===== src/rtl/memory_game_pkg.sv =====
// Shared types and constants for the memory game round sequencer.
package memory_game_pkg;

  localparam int TARGET_W = 4;

  // Encodings are shown on the debug LEDs, so they are fixed explicitly.
  typedef enum logic [2:0] {
    ST_IDLE       = 3'd0,
    ST_WAIT_RND   = 3'd1,
    ST_SHOW       = 3'd2,
    ST_WAIT_GUESS = 3'd3,
    ST_CHECK      = 3'd4,
    ST_RESULT     = 3'd5,
    ST_OVER       = 3'd6
  } state_e;

endpackage


===== src/rtl/game_timer.sv =====
// Shared phase timer: 32-bit down-counter with a registered one-cycle expire
// pulse, raised in the last cycle of a window of value_i cycles after a load.
module game_timer (
  input  logic        clk,
  input  logic        rst,
  input  logic        load_i,
  input  logic [31:0] value_i,
  output logic        expire_o
);

  logic [31:0] count_q;
  logic        expire_q;

  always_ff @(posedge clk or negedge rst) begin
    if (!rst) begin
      count_q  <= '0;
      expire_q <= 1'b0;
    end else if (load_i) begin
      count_q  <= value_i;
      expire_q <= (value_i == 32'd1);
    end else begin
      // count_q reads 1 in the final cycle of the window, so flag it one early
      expire_q <= (count_q == 32'd2);
      if (count_q != 32'd0) count_q <= count_q - 32'd1;
    end
  end

  assign expire_o = expire_q;

endmodule


===== src/rtl/memory_game_sequencer.sv =====
// Round sequencer: shows a captured random target, times the player's guess,
// scores the round and tracks lives until game over.
module memory_game_sequencer
  import memory_game_pkg::*;
#(
  parameter logic [31:0] SHOW_CYCLES   = 32'd100_000_000,
  parameter logic [31:0] GUESS_CYCLES  = 32'd250_000_000,
  parameter logic [31:0] RESULT_CYCLES = 32'd50_000_000,
  parameter int          LIVES         = 3,
  parameter int          SCORE_W       = 8
) (
  input  logic                clk,
  input  logic                rst,
  input  logic                start,
  input  logic                rnd_valid,
  input  logic [TARGET_W-1:0] rnd_val,
  input  logic                guess_valid,
  input  logic [TARGET_W-1:0] guess_val,
  output logic                disp_on,
  output logic [TARGET_W-1:0] disp_val,
  output logic                correct,
  output logic                wrong,
  output logic                verdict,
  output logic [SCORE_W-1:0]  score,
  output logic [1:0]          lives,
  output logic                game_over,
  output logic [2:0]          state_code
);

  localparam logic [1:0] LIVES_INIT = 2'(LIVES);

  state_e              state_q, state_d;
  logic [TARGET_W-1:0] target_q, target_d;
  logic [TARGET_W-1:0] guess_q, guess_d;
  logic                timeout_q, timeout_d;
  logic [SCORE_W-1:0]  score_q, score_d;
  logic [1:0]          lives_q, lives_d;
  logic                correct_q, correct_d;
  logic                wrong_q, wrong_d;
  logic                verdict_q, verdict_d;
  logic                tmr_load;
  logic [31:0]         tmr_value;
  logic                tmr_expire;

  game_timer u_timer (
    .clk      (clk),
    .rst      (rst),
    .load_i   (tmr_load),
    .value_i  (tmr_value),
    .expire_o (tmr_expire)
  );

  always_ff @(posedge clk or negedge rst) begin
    if (!rst) begin
      state_q   <= ST_IDLE;
      target_q  <= '0;
      guess_q   <= '0;
      timeout_q <= 1'b0;
      score_q   <= '0;
      lives_q   <= '0;
      correct_q <= 1'b0;
      wrong_q   <= 1'b0;
      verdict_q <= 1'b0;
    end else begin
      state_q   <= state_d;
      target_q  <= target_d;
      guess_q   <= guess_d;
      timeout_q <= timeout_d;
      score_q   <= score_d;
      lives_q   <= lives_d;
      correct_q <= correct_d;
      wrong_q   <= wrong_d;
      verdict_q <= verdict_d;
    end
  end

  always_comb begin
    state_d   = state_q;
    target_d  = target_q;
    guess_d   = guess_q;
    timeout_d = timeout_q;
    score_d   = score_q;
    lives_d   = lives_q;
    correct_d = 1'b0;
    wrong_d   = 1'b0;
    verdict_d = verdict_q;
    tmr_load  = 1'b0;
    tmr_value = '0;
    unique case (state_q)
      ST_IDLE, ST_OVER: begin
        if (start) begin
          score_d = '0;
          lives_d = LIVES_INIT;
          state_d = ST_WAIT_RND;
        end
      end
      ST_WAIT_RND: begin
        if (rnd_valid) begin
          target_d  = rnd_val;
          tmr_load  = 1'b1;
          tmr_value = SHOW_CYCLES;
          state_d   = ST_SHOW;
        end
      end
      ST_SHOW: begin
        if (tmr_expire) begin
          tmr_load  = 1'b1;
          tmr_value = GUESS_CYCLES;
          state_d   = ST_WAIT_GUESS;
        end
      end
      ST_WAIT_GUESS: begin
        // a guess landing on the expiry cycle still counts as a guess
        if (guess_valid) begin
          guess_d   = guess_val;
          timeout_d = 1'b0;
          state_d   = ST_CHECK;
        end else if (tmr_expire) begin
          timeout_d = 1'b1;
          state_d   = ST_CHECK;
        end
      end
      ST_CHECK: begin
        tmr_load  = 1'b1;
        tmr_value = RESULT_CYCLES;
        state_d   = ST_RESULT;
        if (!timeout_q && (guess_q == target_q)) begin
          correct_d = 1'b1;
          verdict_d = 1'b1;
          if (score_q != '1) score_d = score_q + 1'b1;
        end else begin
          wrong_d   = 1'b1;
          verdict_d = 1'b0;
          if (lives_q != 2'd0) lives_d = lives_q - 2'd1;
        end
      end
      ST_RESULT: begin
        if (tmr_expire) begin
          verdict_d = 1'b0;
          state_d   = (lives_q == 2'd0) ? ST_OVER : ST_WAIT_RND;
        end
      end
      default: state_d = ST_IDLE;
    endcase
  end

  assign disp_on    = (state_q == ST_SHOW);
  assign disp_val   = disp_on ? target_q : '0;
  assign correct    = correct_q;
  assign wrong      = wrong_q;
  assign verdict    = verdict_q;
  assign score      = score_q;
  assign lives      = lives_q;
  assign game_over  = (state_q == ST_OVER);
  assign state_code = state_q;

endmodule

===== config.mk =====
export PLATFORM = sky130hd
export DESIGN_NAME = memory_game_sequencer
export DESIGN_NICKNAME = d
export VERILOG_FILES = /design/src/rtl/memory_game_pkg.sv /design/src/rtl/game_timer.sv /design/src/rtl/memory_game_sequencer.sv
export SDC_FILE = /design/constraint.sdc
export NUM_CORES = 1
export LEC_CHECK = 0
export CORE_MARGIN = 2
export CORE_UTILIZATION = 64
export CTS_CLUSTER_DIAMETER = 120
export DETAILED_ROUTE_END_ITERATION = 7
export DONT_BUFFER_PORTS = 1
export PLACE_DENSITY = 0.8
export SETUP_SLACK_MARGIN = 0.15
export SYNTH_ARGS = -nofsm -noshare
export SYNTH_HDL_FRONTEND = slang
export SYNTH_HIERARCHICAL = 1
export SYNTH_SLANG_ARGS = --single-unit
export TNS_END_PERCENT = 5

===== constraint.sdc =====
create_clock -name clk -period 2.7 [get_ports clk]
set_input_delay 0.81 -clock clk [delete_from_list [all_inputs] [get_ports clk]]
set_output_delay 0.81 -clock clk [all_outputs]
set_load 0.02 [all_outputs]

==> impl_metrics.csv, run 1 <==
group,metric,value,unit
logic_synthesis,synth_area,0.00364,mm2
sta,fin_hold_ws,0.159,ns
critical_path,critPathCaptureType,"primary output",
sta,finalSetupViolCount,0,
logic_synthesis,yosysUniqueCellTypes,70,
cts,clockRootBuffer,"clkbuf_8",
global_route,grt_pass1_vias,2961,
logic_synthesis,synthAdderAreaFrac,1.38,%
power_and_ir_drop,ir_worst_vdd,490,uV
logic_synthesis,synth_top_area_share,39.9,%
critical_path,r2r_start,"u_timer/count_q[0]$_DFFE_PN0P_",
cells_and_area,nets,437,
routing,avgRoutedWirePerCell,17.3,um
global_route,grt_usage,28.5,%
critical_path,r2r_cells,7,
cts,cts_max_path_buffers,2,
floorplanning,die_w,79.4,um
floorplanning,core.rowCount,27,
logic_synthesis,synth_cells,390,
routing,wl,8580,um
critical_path,timing.rr.end,"u_timer/count_q[14]$_DFFE_PN0P_",
logic_synthesis,syn_avg_cell_area,9.33,um2
logic_synthesis,yosysSeqAreaShare,39.9,%
place,portBuffers,0,
sta,layout_setup_ws,0.316,ns
sta,fmax,420,MHz
run,cap_viol_max_count,0,
place,dpl.cell_count,480,
sta,period_needed,2.38,ns
power_and_ir_drop,leakage,1.87,nW
sta,skew,0.0117,ns
critical_path,critPathKind,"flop to primary output",
logic_synthesis,synth-simple-area-share,30.0,%
routing,detail-route-antenna-nets,0,
cells_and_area,finalInstanceArea,0.00413,mm2
critical_path,cp_max_fo,9,
routing,dr.pass1.iters,5,
sta,rsz0062_at_grt,"no",
routing,met1_length,3700,um
run_status,status,"finished clean",
logic_synthesis,async_reset_ff_share,100,%
power_and_ir_drop,design_power_total,2.48,mW
place,pre_cts_slack,0.326,ns
logic_synthesis,synth-warning-count,6,
floorplanning,core,0.00551,mm2
cells_and_area,syn_to_final_growth,13.4,%
routing,top_layer_used,"met4",
cts,h-tree-depth,3,
logic_synthesis,synth.area.top_cells,"dfrtp_1 40%, nand2_1 5.5%, nor4_4 2.9%",
routing,vias_per_cell,6.29,
power_and_ir_drop,power_density,601,mW/mm2
logic_synthesis,synth_xor_area_share,4.09,%
cts,hold_buffers,0,
logic_synthesis,synthMostInstantiatedCell,"dfrtp_1",
sta,maxSlewHeadroom,62.6,%
place,place_area,0.00383,mm2
cts,cts_tree,"done",
cts,path_clk_slew,0.07,ns
logic_synthesis,post-synth-top-area-cell,"dfrtp_1",
sta,worst_pin_slew,0.561,ns
critical_path,critPathLaunch,"state_code[2]$_DFFE_PN0P_",
cts,numCtsBuffers,9,
logic_synthesis,synth_compound_area_share,18.3,%
min_path,min_path_type,"primary input to asynchronous set/reset pin",
floorplanning,die_height,79.4,um
logic_synthesis,synth_top_family_by_area,"simple AND/OR/NAND/NOR gates",
critical_path,critPathRequiredTime,1.89,ns
logic_synthesis,ys_ff_latch,58,
cells_and_area,fin_util,74.9,%
critical_path,endpoint,"disp_val[3]",
routing,drt_iter0_drc,261,
routing,wl_met3,548,um
critical_path,r2r_slack,0.37,ns
critical_path,start_kind,"flop",
place,gp_congestion,0.979,
sta,finalHoldViolations,0,
cts,clock_sinks,58,
global_route,grt_max_degree,67,
place,dp_hpwl,5720,um
global_route,overflow,0,
logic_synthesis,synthMuxAreaShare,2.68,%
floorplanning,io_pins,35,
logic_synthesis,synth_common_cells,"58 x dfrtp_1, 53 x nand2_1, 24 x nor2_1",
routing,drc,0,
logic_synthesis,synthFlopType,"dfrtp_1",
cells_and_area,layoutNonFillerInstCount,497,
sta,fin_setup_tns,0,ns
floorplanning,die_area,0.00630,mm2
cells_and_area,diodes,0,
sta,finalCritPeriodShare,88.3,%
sta,slew_violations,0,
critical_path,cp.arrival,1.57,ns
cts,insertion_delay,0.34,ns
logic_synthesis,synth_edf_count,0,
cells_and_area,layout-drive-gt1-share,16.2,%
global_route,grt_pass1_wl,14100,um
floorplanning,initial_utilization,66.1,%
global_route,antenna_found_initial,0,
routing,wl_met2,4140,um
routing,vias,3126,
## cells by family (layout without fill, tap and decap cells)
family	after synthesis	after routing
simple gates	183	183
compound gates	89	89
flops	58	58
buf+inv	29	39
xor+xnor	17	17
mux	9	9
fa+ha+maj	4	4
other cells	1	26
## final cells by class
cell class              count  area (um2)
clock buffers              12         165
well taps                  72        90.1
flip-flops and latches     58        1450
repair buffers             11        95.1
fillers                   382        1380
inverters                  12        45.0
multi-input cells         328        2160
clock inverters             4         120
## sequential cells by signal, indices dropped and copies added, names as in the netlist
| name | flops |
|---|---|
| lives | 2 |
| wrong | 1 |
| target_q | 4 |
| u_timer/count_q | 32 |
| state_code | 3 |
| verdict | 1 |
| score | 8 |
| timeout_q | 1 |
| correct | 1 |
| u_timer/expire_o | 1 |
| guess_q | 4 |
## power by group
group	switching (mW)	internal, mW
clock network	0.362	0.783
registers	0.118	0.941
logic	0.137	0.137
## cells in the final DEF (no fill, tap or decap), types with 5 or more instances in the layout
master,netlist,layout
or4_1,6,6
xnor2_1,8,8
buf_4,2,10
nor3_1,13,13
o21ai_0,16,16
a21oi_1,7,7
nand4_1,6,6
o31ai_1,9,9
xor2_1,9,9
nand3_1,14,13
nand2_1,53,53
inv_1,11,11
nor4_1,9,9
dfrtp_1,58,58
nand2b_1,5,5
conb_1,1,26
a22o_1,7,7
and3_1,9,9
nor2_1,24,24
clkbuf_8,0,12
nor4_4,5,5
mux2_2,6,6
o41ai_1,8,8
a31oi_1,8,8
## worst min-delay path by stage
stage / depth (start not counted) / end / startpoint
floorplan: 1 / u_timer/count_q[13]$_DFFE_PN0P_ / u_timer/count_q[13]$_DFFE_PN0P_
global placement: 1 / u_timer/count_q[13]$_DFFE_PN0P_ / u_timer/count_q[13]$_DFFE_PN0P_
detailed placement: 1 / u_timer/count_q[13]$_DFFE_PN0P_ / u_timer/count_q[13]$_DFFE_PN0P_
CTS: 0 / score[3]$_DFFE_PN0P_ / rst
global route: 0 / score[3]$_DFFE_PN0P_ / rst
finish: 0 / u_timer/count_q[2]$_DFFE_PN0P_ / rst
## routing by layer
metal  vias up  global-route usage (%)
li1       1501                       -
met2       119                    45.5
met3        21                    6.11
met4         0                    12.4
met1      1485                    37.6
met5         -                       0
## timing repair
action | in CTS | in global routing
endpoints found under the setup margin | 0 | 1
endpoints found under the hold margin | 0 | 0
setup buffers | 0 | 1
gates resized for setup | 0 | 1
## critical path, cell delays in order (launching register included)
cell	delay, ns
dfrtp_1	0.54
nor2b_1	0.22
buf_4	0.18
and3_1	0.30
No activity file was read; power rests on OpenSTA's default activity.
==> inputs of run 2 (changes only) <==
--- a/config.mk
+++ b/config.mk
@@ -14,2 +14,3 @@
 export SETUP_SLACK_MARGIN = 0.15
+export SLEW_MARGIN = 0
 export SYNTH_ARGS = -nofsm -noshare
--- a/constraint.sdc
+++ b/constraint.sdc
@@ -3,2 +3,2 @@
 set_output_delay 0.81 -clock clk [all_outputs]
-set_load 0.02 [all_outputs]
+set_load 0.1 [all_outputs]
==> impl_metrics.csv, run 2 (same netlist as run 1, synthesis figures left out) <==
group,metric,value,unit
place,gp_congestion,0.887,
cts,cts_max_path_buffers,2,
critical_path,r2r_start,"u_timer/count_q[0]$_DFFE_PN0P_",
floorplanning,die_area,0.00630,mm2
sta,finalHoldViolations,0,
cells_and_area,diodes,0,
power_and_ir_drop,ir_worst_vdd,427,uV
critical_path,r2r_slack,0.26,ns
sta,period_needed,2.44,ns
cells_and_area,final_common_cell,"dfrtp_1",
sta,rsz0062_at_grt,"no",
routing,vias_per_cell,6.31,
routing,detail-route-antenna-nets,0,
sta,worst_pin_slew,0.526,ns
cts,ctsResizeCount,0,
floorplanning,core,0.00551,mm2
cts,clockRootBuffer,"clkbuf_8",
global_route,grt_pass1_wl,14900,um
cts,numCtsBuffers,9,
routing,drt_iter0_drc,255,
place,dp_hpwl,6120,um
power_and_ir_drop,pwr-share-comb,12.0,%
critical_path,critPathRequiredTime,2.92,ns
power_and_ir_drop,power_switching_share,26.2,%
cts,h-tree-depth,3,
cts,insertion_delay,0.34,ns
sta,slew_violations,0,
sta,fin_hold_ws,0.161,ns
routing,dr.pass1.iters,5,
critical_path,start_kind,"flop",
floorplanning,die_w,79.4,um
floorplanning,initial_utilization,66.1,%
cells_and_area,finalInstanceArea,0.00429,mm2
cts,cts_tree,"done",
floorplanning,die_height,79.4,um
place,place_area,0.00404,mm2
cts,cts_setup_buffers,0,
critical_path,critPathKind,"flop to flop",
power_and_ir_drop,p_sw,616,uW
global_route,antenna_found_initial,0,
global_route,grt_usage,30.9,%
critical_path,cp.arrival,2.66,ns
power_and_ir_drop,p_seq_share,45.0,%
routing,wl,9030,um
cts,hold_buffers,0,
cells_and_area,regMostFlops,"u_timer/count_q",
power_and_ir_drop,leakage,1.96,nW
cells_and_area,layout-drive-gt1-share,21.1,%
critical_path,timing.rr.end,"u_timer/count_q[14]$_DFFE_PN0P_",
global_route,grt_pass1_vias,3176,
cells_and_area,largest_reg_flops,32,
run_status,status,"finished clean",
cells_and_area,fin_util,77.8,%
sta,finalSetupViolCount,0,
critical_path,r2r_cells,7,
critical_path,critPathCaptureType,"flop",
sta,maxSlewHeadroom,64.7,%
cells_and_area,nets,457,
power_and_ir_drop,intPower,1.74,mW
floorplanning,core.rowCount,27,
routing,drc,0,
power_and_ir_drop,pwr-share-clk,43.0,%
cells_and_area,final_cell_mix,"55 x dfrtp_1, 53 x nand2_1, 27 x buf_4",
sta,finalCritPeriodShare,90.2,%
place,portBuffers,0,
floorplanning,io_pins,35,
min_path,min_path_type,"primary input to asynchronous set/reset pin",
critical_path,cp_max_fo,13,
global_route,overflow,0,
cts,path_clk_slew,0.07,ns
cts,clock_sinks,58,
sta,fmax,410,MHz
global_route,grt_max_degree,59,
power_and_ir_drop,power_density,549,mW/mm2
run,cap_viol_max_count,0,
sta,skew,0.00542,ns
routing,avgRoutedWirePerCell,17.5,um
cells_and_area,syn_to_final_growth,17.8,%
routing,vias,3264,
-- run 2: power by group through the flow --
stage               clock network (mW)  registers [mW]  logic [mW]
global route                      1.05            1.08       0.316
detailed placement                   0            1.07       0.273
floorplan                            0            1.05       0.233
finish                            1.01            1.06       0.282
global placement                     0            1.06       0.265
CTS                               1.02            1.06       0.277
-- run 2: critical path: stages, from the launching register on --
cell and delay, ns:
dfrtp_1 0.40, inv_1 0.12, ha_1 0.20, or3b_2 0.64, nor4_4 0.41, buf_4 0.23, nor4_1 0.06, o31a_1 0.26
-- run 2: layer usage --
| layer | GRT usage, % | share of wire (%) | up-vias |
|---|---|---|---|
| met2 | 52.1 | 49 | 129 |
| met4 | 13.6 | 2.4 | 0 |
| met3 | 7.24 | 6.7 | 20 |
| met1 | 38.0 | 42 | 1570 |
| li1 | - | - | 1545 |
| met5 | 0 | 0 | - |
-- run 2: cell type report --
class,instances,area (um2)
tap,72,90.1
multi-input combinational,328,2160
timing repair buffer,31,283
inverter,12,45.0
fill,380,1220
clock buffer,11,151
sequential,58,1460
clock inverter,5,100
-- run 2: how the worst max path moves through the flow --
stage                                 endpoint  cells after the start  slack (ns)                           start
2_1_floorplan                      disp_val[2]                      4       -0.04       state_code[1]$_DFFE_PN0P_
3_3_place_gp   u_timer/count_q[30]$_DFFE_PN0P_                      6        0.44  u_timer/count_q[0]$_DFFE_PN0P_
3_5_place_dp   u_timer/count_q[16]$_DFFE_PN0P_                      7        0.36  u_timer/count_q[0]$_DFFE_PN0P_
4_1_cts                              game_over                      3        0.28       state_code[0]$_DFFE_PN0P_
5_1_grt        u_timer/count_q[14]$_DFFE_PN0P_                      7        0.18  u_timer/count_q[0]$_DFFE_PN0P_
6_report       u_timer/count_q[14]$_DFFE_PN0P_                      7        0.26  u_timer/count_q[0]$_DFFE_PN0P_
-- run 2: metrics by stage --
step                worst slack [ns]  TNS (ns)  total power, mW  std cells
floorplan                    -0.0397   -0.0794             1.28        415
global placement               0.439         0             1.33        501
detailed placement             0.359         0             1.34        501
CTS                            0.283         0             2.36        517
global route                   0.180         0             2.45        517
finish                         0.264         0             2.35        517
==> inputs of run 3 (changes only) <==
- PLACE_DENSITY: 0.8 -> 0.89
==> impl_metrics.csv, run 3 (same netlist as run 1, synthesis figures left out) <==
group,metric,value,unit
run_status,status,"finished clean",
critical_path,cp_max_fo,13,
place,portBuffers,0,
critical_path,critPathCaptureType,"flop",
routing,vias,3248,
cts,numCtsBuffers,9,
power_and_ir_drop,ir_worst_vdd,450,uV
power_and_ir_drop,p_seq_share,50.3,%
sta,finalHoldViolations,0,
critical_path,r2r_start,"u_timer/count_q[0]$_DFFE_PN0P_",
min_path,min_path_type,"primary input to asynchronous set/reset pin",
floorplanning,io_pins,35,
cells_and_area,syn_to_final_growth,16.3,%
routing,vias_per_cell,6.31,
sta,rsz0062_at_grt,"no",
cts,path_clk_slew,0.06,ns
place,dpl.cell_count,500,
global_route,overflow,0,
global_route,grt_usage,30.9,%
floorplanning,die_w,79.4,um
power_and_ir_drop,intPower,1.50,mW
cells_and_area,layoutNonFillerInstCount,515,
cts,clockRootBuffer,"clkbuf_8",
cts,cts_max_path_buffers,2,
global_route,grt_pass1_wl,15000,um
global_route,grt_max_degree,59,
critical_path,critPathKind,"flop to flop",
routing,dr.pass1.iters,4,
power_and_ir_drop,pwr-share-comb,13.2,%
power_and_ir_drop,pwr-share-clk,36.6,%
routing,drc,0,
sta,fin_setup_tns,0,ns
cts,ctsResizeCount,0,
critical_path,start_kind,"flop",
global_route,antenna_found_initial,0,
place,dp_hpwl,6300,um
cts,h-tree-depth,3,
sta,period_needed,2.42,ns
routing,wl_met3,586,um
sta,finalCritPeriodShare,89.5,%
power_and_ir_drop,power_density,499,mW/mm2
sta,finalSetupViolCount,0,
power_and_ir_drop,leakage,1.92,nW
sta,maxSlewHeadroom,63.8,%
routing,drt_iter0_drc,305,
routing,detail-route-antenna-nets,0,
floorplanning,core,0.00551,mm2
power_and_ir_drop,p_sw,605,uW
cells_and_area,diodes,0,
run,cap_viol_max_count,0,
floorplanning,die_height,79.4,um
cells_and_area,fillCellCount,367,
cells_and_area,finalInstanceArea,0.00423,mm2
routing,top_layer_used,"met4",
floorplanning,core.rowCount,27,
cells_and_area,final_cell_mix,"55 x dfrtp_1, 53 x nand2_1, 26 x conb_1",
routing,met1_length,3710,um
cells_and_area,final_common_cell,"dfrtp_1",
place,gp_congestion,0.887,
cts,cts_tree,"done",
cts,insertion_delay,0.34,ns
power_and_ir_drop,power_switching_share,28.7,%
cells_and_area,regMostFlops,"u_timer/count_q",
critical_path,critPathLaunch,"u_timer/count_q[0]$_DFFE_PN0P_",
floorplanning,die_area,0.00630,mm2
sta,fmax,414,MHz
place,place_area,0.00404,mm2
cells_and_area,largest_reg_flops,32,
critical_path,critPathRequiredTime,2.95,ns
cells_and_area,nets,456,
cts,clock_sinks,58,
critical_path,cp.arrival,2.67,ns
routing,wl,9000,um
routing,wl_met2,4480,um
cts,hold_buffers,0,
sta,worst_pin_slew,0.539,ns
cells_and_area,layout-drive-gt1-share,20.5,%
floorplanning,initial_utilization,66.1,%
routing,avgRoutedWirePerCell,17.5,um
global_route,grt_pass1_vias,3133,
sta,skew,0.00863,ns
cts,cts_setup_buffers,0,
sta,fin_hold_ws,0.159,ns
sta,slew_violations,0,
==> run 3: layout make-up <==
type | instances | area (um2) | area share [%]
repair buffers | 30 | 288 | 6.80
flip-flops and latches | 58 | 1460 | 34.5
inverters | 12 | 45.0 | 1.06
well taps | 72 | 90.1 | 2.13
multi-input cells | 328 | 2160 | 51.0
clock inverters | 1 | 7.51 | 0.177
clock buffers | 14 | 183 | 4.32
==> run 3: critical path: stages (launching register included) <==
cell and delay [ns]:
dfrtp_1 0.40, inv_1 0.12, ha_1 0.21, or3b_2 0.65
nor4_4 0.42, mux2_2 0.39, o21ai_0 0.15
==> run 3: path summary, 6_finish.rpt <==
kind                                                   endpoint  slack [ns]  cells past startpoint
max in group asynchronous       u_timer/count_q[21]$_DFFE_PN0P_        2.41                      0
worst max register to register   u_timer/count_q[1]$_DFFE_PN0P_        0.28                      6
min in group clk                u_timer/count_q[13]$_DFFE_PN0P_        0.52                      1
worst min-delay path                       score[4]$_DFFE_PN0P_        0.16                      0
worst min register to register  u_timer/count_q[13]$_DFFE_PN0P_        0.52                      1
worst max-delay path             u_timer/count_q[1]$_DFFE_PN0P_        0.28                      6
==> run 3: per-layer routing <==
layer / vias up / global-route usage (%)
met5: - / 0
met4: 0 / 14.8
met3: 24 / 7.01
met2: 132 / 50.8
met1: 1562 / 38.6
li1: 1530 / -
==> run 3: power groups by stage <==
stage | registers (mW) | clock network, mW | logic (mW)
after global routing | 1.07 | 0.817 | 0.314
after CTS | 1.06 | 0.780 | 0.275
final | 1.06 | 0.771 | 0.277
after detailed placement | 1.07 | 0 | 0.274
after global placement | 1.07 | 0 | 0.263
after floorplan | 1.05 | 0 | 0.233
==> run 3: per-stage QoR <==
step	util [%]	power (mW)	worst slack (ns)
detailed placement	73.4	1.35	0.299
CTS	76.8	2.12	0.284
global route	76.8	2.20	0.171
floorplan	-	1.28	-0.0397
finish	76.8	2.11	0.283
global placement	73.4	1.33	0.428
